File: src/rtl/halftone_dot_gen.sv
// Sequential halftone dot-mask generator: scans one pixel per clock, commits atomically.
// Optional HT_DOT_CACHE_EN skips the scan when the requested level matches the last mask.
module halftone_dot_gen #(
  parameter int CELL    = 5,
  parameter int LEVEL_W = 3,
  parameter int R2_STEP = 2
) (
  input  logic                   clk,
  input  logic                   reset,
  input  logic                   start,
  input  logic [LEVEL_W-1:0]     level,
  output logic                   busy,
  output logic                   done,
  output logic [CELL*CELL-1:0]   dot_mask
);

  localparam int N     = CELL * CELL;
  localparam int H     = (CELL - 1) / 2;
  localparam int R2MAX = 2 * H * H;
  localparam int TMAX  = ((1 << LEVEL_W) - 1) * R2_STEP;
  localparam int VMAX  = (R2MAX > TMAX) ? R2MAX : TMAX;
  localparam int DW    = $clog2(VMAX + 1);
  localparam int IW    = $clog2(N);
  localparam int CW    = $clog2(CELL);

  typedef enum logic [1:0] {
    IDLE,
    SCAN,
    COMMIT
  } state_t;

  state_t             state;
  state_t             state_n;
  logic [IW-1:0]      idx;
  logic [CW-1:0]      x;
  logic [CW-1:0]      y;
  logic [LEVEL_W-1:0] lvl;
  logic [N-1:0]       shadow;
  logic [CW-1:0]      ax;
  logic [CW-1:0]      ay;
  logic [DW-1:0]      d2;
  logic [DW-1:0]      thr;
  logic               pix;
  logic               hit;

  // Distance from centre as magnitudes, so squaring stays unsigned.
  assign ax  = (x >= CW'(H)) ? x - CW'(H) : CW'(H) - x;
  assign ay  = (y >= CW'(H)) ? y - CW'(H) : CW'(H) - y;
  assign d2  = DW'(ax) * DW'(ax) + DW'(ay) * DW'(ay);
  assign thr = DW'(lvl) * DW'(R2_STEP);
  assign pix = d2 < thr;

  assign busy = state != IDLE;

`ifdef HT_DOT_CACHE_EN
  logic [LEVEL_W-1:0] cached_level;
  logic               cache_valid;

  assign hit = cache_valid && (level == cached_level);

  always_ff @(posedge clk) begin
    if (reset) begin
      cached_level <= '0;
      cache_valid  <= 1'b0;
    end else if (state == COMMIT) begin
      cached_level <= lvl;
      cache_valid  <= 1'b1;
    end
  end
`else
  assign hit = 1'b0;
`endif

  always_comb begin
    state_n = state;
    unique case (state)
      IDLE:    if (start) state_n = hit ? COMMIT : SCAN;
      SCAN:    if (idx == IW'(N - 1)) state_n = COMMIT;
      COMMIT:  state_n = IDLE;
      default: state_n = IDLE;
    endcase
  end

  always_ff @(posedge clk) begin
    if (reset) begin
      state    <= IDLE;
      idx      <= '0;
      x        <= '0;
      y        <= '0;
      lvl      <= '0;
      shadow   <= '0;
      dot_mask <= '0;
      done     <= 1'b0;
    end else begin
      state <= state_n;
      done  <= (state == COMMIT);
      if (state == IDLE && start) begin
        lvl <= level;
        idx <= '0;
        x   <= '0;
        y   <= '0;
      end
      if (state == SCAN) begin
        shadow[idx] <= pix;
        idx         <= idx + 1'b1;
        if (x == CW'(CELL - 1)) begin
          x <= '0;
          y <= y + 1'b1;
        end else begin
          x <= x + 1'b1;
        end
      end
      if (state == COMMIT)
        dot_mask <= shadow;
    end
  end

endmodule

File: config.mk
export PLATFORM = sky130hd
export DESIGN_NAME = halftone_dot_gen
export DESIGN_NICKNAME = d
export VERILOG_FILES = /design/src/rtl/halftone_dot_gen.sv
export SDC_FILE = /design/constraint.sdc
export NUM_CORES = 1
export LEC_CHECK = 0
export CAP_MARGIN = 20
export CORE_AREA = 8 8 81 83
export DETAILED_ROUTE_END_ITERATION = 8
export DIE_AREA = 0 0 89 91
export PLACE_DENSITY = 0.82
export SLEW_MARGIN = 25
export SYNTH_ARGS = -nofsm -noshare
export SYNTH_HDL_FRONTEND = slang
export SYNTH_SLANG_ARGS = --single-unit
File: constraint.sdc
create_clock -name clk -period 6.1 [get_ports clk]
set_input_delay 0.915 -clock clk [delete_from_list [all_inputs] [get_ports clk]]
set_output_delay 0.915 -clock clk [all_outputs]
set_load 0.05 [all_outputs]
==> results of run 1 <==
[logic make-up after synthesis]
family / Yosys count / share of synthesized area (%)
fa+ha+maj: 16 / 6.48
simple gates: 177 / 25.9
mux: 2 / 0.648
compound gates: 93 / 17.2
flops: 67 / 43.4
buf+inv: 37 / 5.43
xor+xnor: 3 / 0.851
[cell type report]
class                           count  area [sq um]  area share (%)
Multi-Input combinational cell    291          1580            44.1
Sequential cell                    67          1340            37.4
Timing Repair Buffer               33           325            9.08
Clock buffer                       11           141            3.94
Tap cell                           72          90.1            2.51
Clock inverter                      5          52.6            1.47
Inverter                           14          52.6            1.47
[cell usage after synthesis (2+ instances only)]
master / number
nand2_1: 96
dfxtp_1: 67
a21oi_1: 59
nor2_1: 28
nand3_1: 23
ha_1: 16
inv_1: 14
buf_2: 11
clkbuf_1: 7
o21ai_0: 7
o21ai_1: 7
a22oi_1: 5
nor3_1: 5
nand3b_1: 4
nor3b_2: 4
a211oi_1: 3
a21o_1: 3
and2_1: 3
buf_1: 3
nand2b_1: 3
nor2b_1: 3
a21bo_1: 2
a311oi_1: 2
buf_6: 2
mux2i_1: 2
nor2_2: 2
xnor2_1: 2
[power breakdown]
part	switching, mW	total [mW]	internal [mW]	leakage [nW]
combinational	0.0432	0.0645	0.0212	0.592
clock	0.164	0.362	0.198	0.0991
sequential	0.00381	0.445	0.441	0.541
total	0.211	0.872	0.660	1.23
[worst min-delay path, cell delays in order (launching register included)]
cell and delay (ns):
dfxtp_1 0.31, nand2_1 0.05, a21oi_1 0.05
[sequential cells by signal, summed over array words and instances, names as in the netlist]
signal    flops
dot_mask     25
x             3
shadow       25
lvl           3
state         2
idx           5
done          1
y             3
[routing by layer]
metal / up-vias / wire length, um / track usage, %
met2: 64 / 3240 / 30.0
li1: 1369 / - / -
met5: - / 0 / 0
met4: 0 / 151 / 8.88
met3: 15 / 323 / 3.87
met1: 1245 / 2770 / 19.4
[path summary, 6_finish.rpt]
kind	from	endpoint	slack [ns]	cells after the start
worst max register to register	x[2]	shadow[3]	2.44	14
worst max-delay path	x[2]	shadow[3]	2.44	14
worst min-delay path	dot_mask[2]	dot_mask[2]	0.45	2
worst min register to register	dot_mask[2]	dot_mask[2]	0.45	2
==> flow_summary.toml, run 1 <==
[layout]
area_delta_synth_final_pct = 16.1
final_common_cell = "nand2_1"
final_area_sq_mm = 0.00358
n_antenna_cell = 0
final_nets = 438
fillers = 482
postLayoutCoreUtil_pct = 67.2
drive_gt1_share_pct = 5.94
final_cell_mix = "96 x nand2_1, 67 x dfxtp_1, 59 x a21oi_1"
finalNonFillerCells = 493

[timing]
setup_viol = 0
setup_tns_ns = 0
slew_headroom_pct = 40.8
fmax_mhz = 273
finalCriticalPeriod_ns = 3.66
worst_slew_pin_slew_ns = 0.886
drv_slew = 0
hold_ws_ns = 0.453
timing_hold_violations_final = 0
fin_skew_ns = 0.0115
setup_slack_ns = 2.44
finalCritPeriodShare_pct = 60.1
rsz0062_at_grt = "false"

[yosys]
async_flop_share_pct = 0
syn_avg_cell_area_sq_um = 7.82
ys_seq_area_share_pct = 43.4
synth-main-ff-cell = "dfxtp_1"
syn-num-nets = 417
ys_warn_count = 0
synth_area_leaders = "dfxtp_1 43%, nand2_1 12%, a21oi_1 9.6%"
synthCells = 395
synth_area_sq_mm = 0.00309
ys_ff_latch = 67
synth_largest_area_cell = "dfxtp_1"
synth_top_cell_area_share_pct = 43.4
synth.distinct_cells = 39
synth_edf_count = 0

[worst_setup_path]
cpLargestDelayFamily = "compound AO/OA/AOI/OAI gates"
crit_path_end_kind = "register"
path_class = "reg2reg"
cp_cell_sequence = "inv_1 -> ha_1 -> nor4b_1 -> a31oi_1 -> o2111ai_1 -> xnor2_1 -> ha_1 -> ha_1 -> xor2_1 -> xnor2_1 -> ha_1 -> a21oi_4 -> nand3_1 -> a21oi_1"
cp_max_fo = 25
required_ns = 6.37
timing.critical_path.slowest_stage_cell = "a21oi_4"
cp_slowest_stage_delay_ns = 0.51
cp_data_arrival_time_ns = 3.93
crit_path_start_kind = "register"
critPathBufInv = 1
crit_top_cell = "ha_1"

[routing]
first_pass_iters = 4
drt_iter0_drc = 174
drc = 0
finalWirelength_um = 6480
vias = 2693
ant_nets = 0
routed_via_density = 5.46
wl_per_cell_um = 13.2

[clock_tree]
clockRootBuffer = "clkbuf_8"
post_cts_buffers = 0
clk_path_buf_depth = 2
cts_resized = 0
htree_levels = 3
clk_pin_slew_ns = 0.07
cts_tree = "done"
cts_hold_buffers = 0
clock_latency_ns = 0.34
cts_sinks = 67
cts_made_buffers = 9

[global_routing]
grt_first_pass_wirelength_um = 11400
overflow = 0
grtUsageTotal_pct = 17.4
antenna_found_initial = 0
grt_max_degree = 68
grt_pass1_vias = 2607

[placed_design]
gp_congestion = 0.855
dpl_cell_area_sq_mm = 0.00339
pre_cts_slack_ns = 2.55
dp.final_hpwl_um = 4360
dp_cells = 477
io_buffers = 32

[worst_hold_path]
hold_class = "reg2reg"

[floorplanning]
rows = 27
core_sq_mm = 0.00534
die_w_um = 89
die_h_um = 91
start_util_pct = 57.9
ios = 33
die_area_sq_mm = 0.00810

[power_and_ir_drop]
p_total_uw = 872
p_per_area_mw_per_mm2 = 243
ir_drop_uv = 181
power_leakage_nw = 1.23

[run_status]
outcome = "finished, final reports clean"

[job]
drv_cap = 0
Note: power is estimated with default switching activity, not from simulation.
==> run 2: changes to the inputs <==
--- a/config.mk
+++ b/config.mk
@@ -6,10 +6,10 @@
 export NUM_CORES = 1
 export LEC_CHECK = 0
 export CAP_MARGIN = 20
-export CORE_AREA = 8 8 81 83
+export CORE_AREA = 8 8 84 86
 export DETAILED_ROUTE_END_ITERATION = 8
-export DIE_AREA = 0 0 89 91
-export PLACE_DENSITY = 0.82
+export DIE_AREA = 0 0 92 94
+export PLACE_DENSITY = 0.77
 export SLEW_MARGIN = 25
 export SYNTH_ARGS = -nofsm -noshare
 export SYNTH_HDL_FRONTEND = slang
==> constraint.sdc (replaced) <==
create_clock -name clk -period 3.8 [get_ports clk]
set_input_delay 0.57 -clock clk [delete_from_list [all_inputs] [get_ports clk]]
set_output_delay 0.57 -clock clk [all_outputs]
set_load 0.05 [all_outputs]
==> flow_summary.toml, run 2 (synthesis gave the netlist of run 1 again) <==
[run_status]
outcome = "finished, final reports clean"

[floorplanning]
die_area_sq_mm = 0.00865
core_sq_mm = 0.00575
start_util_pct = 53.7
ios = 33
rows = 28
die_h_um = 94
die_w_um = 92

[timing]
finalCritPeriodShare_pct = 88.4
drv_slew = 0
timing_hold_violations_final = 0
fmax_mhz = 298
fin_skew_ns = 0.00661
slew_headroom_pct = 42.6
setup_viol = 0
rsz0062_at_grt = "false"
worst_slew_pin_slew_ns = 0.859
setup_tns_ns = 0
finalCriticalPeriod_ns = 3.36

[layout]
finalNonFillerCells = 494
final_nets = 439
final_cell_mix = "96 x nand2_1, 67 x dfxtp_1, 59 x a21oi_1"
n_antenna_cell = 0
fillers = 525
reg.largest.list = "dot_mask: 25 flops, shadow: 25 flops, idx: 5 flops"
drive_gt1_share_pct = 5.73
final_area_sq_mm = 0.00357
final_common_cell = "nand2_1"
area_delta_synth_final_pct = 15.6

[global_routing]
grt_max_degree = 68
grt_first_pass_wirelength_um = 10800
grtUsageTotal_pct = 15.3
grt_pass1_vias = 2420
overflow = 0
antenna_found_initial = 0

[worst_hold_path]
hold_class = "reg2reg"

[clock_tree]
clock_latency_ns = 0.35
clockRootBuffer = "clkbuf_8"
clk_pin_slew_ns = 0.07
clk_path_buf_depth = 2
post_cts_buffers = 0
cts_hold_buffers = 0
cts_resized = 0
cts_tree = "done"
cts_sinks = 67
htree_levels = 3
cts_made_buffers = 9

[worst_setup_path]
r2r_slack_ns = 0.44
crit_end = "shadow[0]"
required_ns = 4.07
crit_top_cell = "ha_1"
startpoint = "x[2]"
crit_path_end_kind = "register"
cp.depth = 15
crit_path_start_kind = "register"
r2r_cells = 15
cp_slowest_stage_delay_ns = 0.42
cp_max_fo = 25
timing.critical_path.slowest_stage_cell = "dfxtp_1"
critPathBufInv = 2
cp_cell_sequence = "inv_1 -> ha_1 -> nor4b_1 -> a31oi_1 -> o2111ai_1 -> xnor2_1 -> ha_1 -> ha_1 -> xor2_1 -> xnor2_1 -> ha_1 -> a21oi_4 -> buf_4 -> nand3_1 -> a21oi_1"
cpLargestDelayFamily = "adder cells"
cp_data_arrival_time_ns = 3.63
timing.rr.start = "x[2]"
reg2reg_to = "shadow[0]"
path_class = "reg2reg"

[power_and_ir_drop]
ir_drop_uv = 265
p_per_area_mw_per_mm2 = 383
power_leakage_nw = 1.23

[routing]
drc = 0
routed_via_density = 5.27
drt_iter0_drc = 124
vias = 2605
finalWirelength_um = 6220
ant_nets = 0
wl_per_cell_um = 12.6
first_pass_iters = 4

[placed_design]
io_buffers = 32
gp_congestion = 0.763
dpl_cell_area_sq_mm = 0.00340
dp.final_hpwl_um = 4170
dp_cells = 481

[job]
drv_cap = 0
-- run 2: routing by layer --
layer	wire, um	GRT usage (%)
met4	136	8.32
met1	2880	16.5
met3	348	4.88
met2	2860	26.0
met5	0	0
-- run 2: report_power, final --
part / switching (mW) / internal (mW)
clock network: 0.255 / 0.288
registers: 0.00606 / 0.708
logic: 0.0722 / 0.0366
total: 0.333 / 1.03
-- run 2: final cells by class --
type	count	area [sq um]	share of cell area, %
sequential	67	1340	37.6
inverter	14	52.6	1.47
clock inverter	4	45.0	1.26
clock buffer	9	124	3.47
tap	75	93.8	2.63
timing repair buffer	34	333	9.32
multi-input combinational	291	1580	44.3
-- run 2: per-stage QoR --
stage / hold WS [ns] / power, mW / setup slack [ns] / utilization, %
CTS: 0.455 / 1.37 / 0.450 / 62.1
global route: 0.469 / 1.42 / 0.179 / 62.2
finish: 0.452 / 1.37 / 0.440 / 62.2
global placement: 0.442 / 0.834 / 0.610 / 59.1
detailed placement: 0.446 / 0.837 / 0.487 / 59.2
floorplan: 0.428 / 0.818 / 0.783 / -
-- run 2: tightest hold or removal path, stage by stage, from the launching register on --
cell and delay, ns:
dfxtp_1 0.31, nand2_1 0.05, a21oi_1 0.05
-- run 2: worst min path at each step --
stage	slack [ns]	cells past startpoint	end	startpoint
2_1_floorplan	0.43	2	dot_mask[12]	shadow[12]
3_5_place_dp	0.45	2	dot_mask[14]	shadow[14]
3_3_place_gp	0.44	2	dot_mask[2]	dot_mask[2]
4_1_cts	0.45	2	dot_mask[14]	shadow[14]
6_report	0.45	2	dot_mask[7]	shadow[7]
5_1_grt	0.47	2	dot_mask[7]	dot_mask[7]
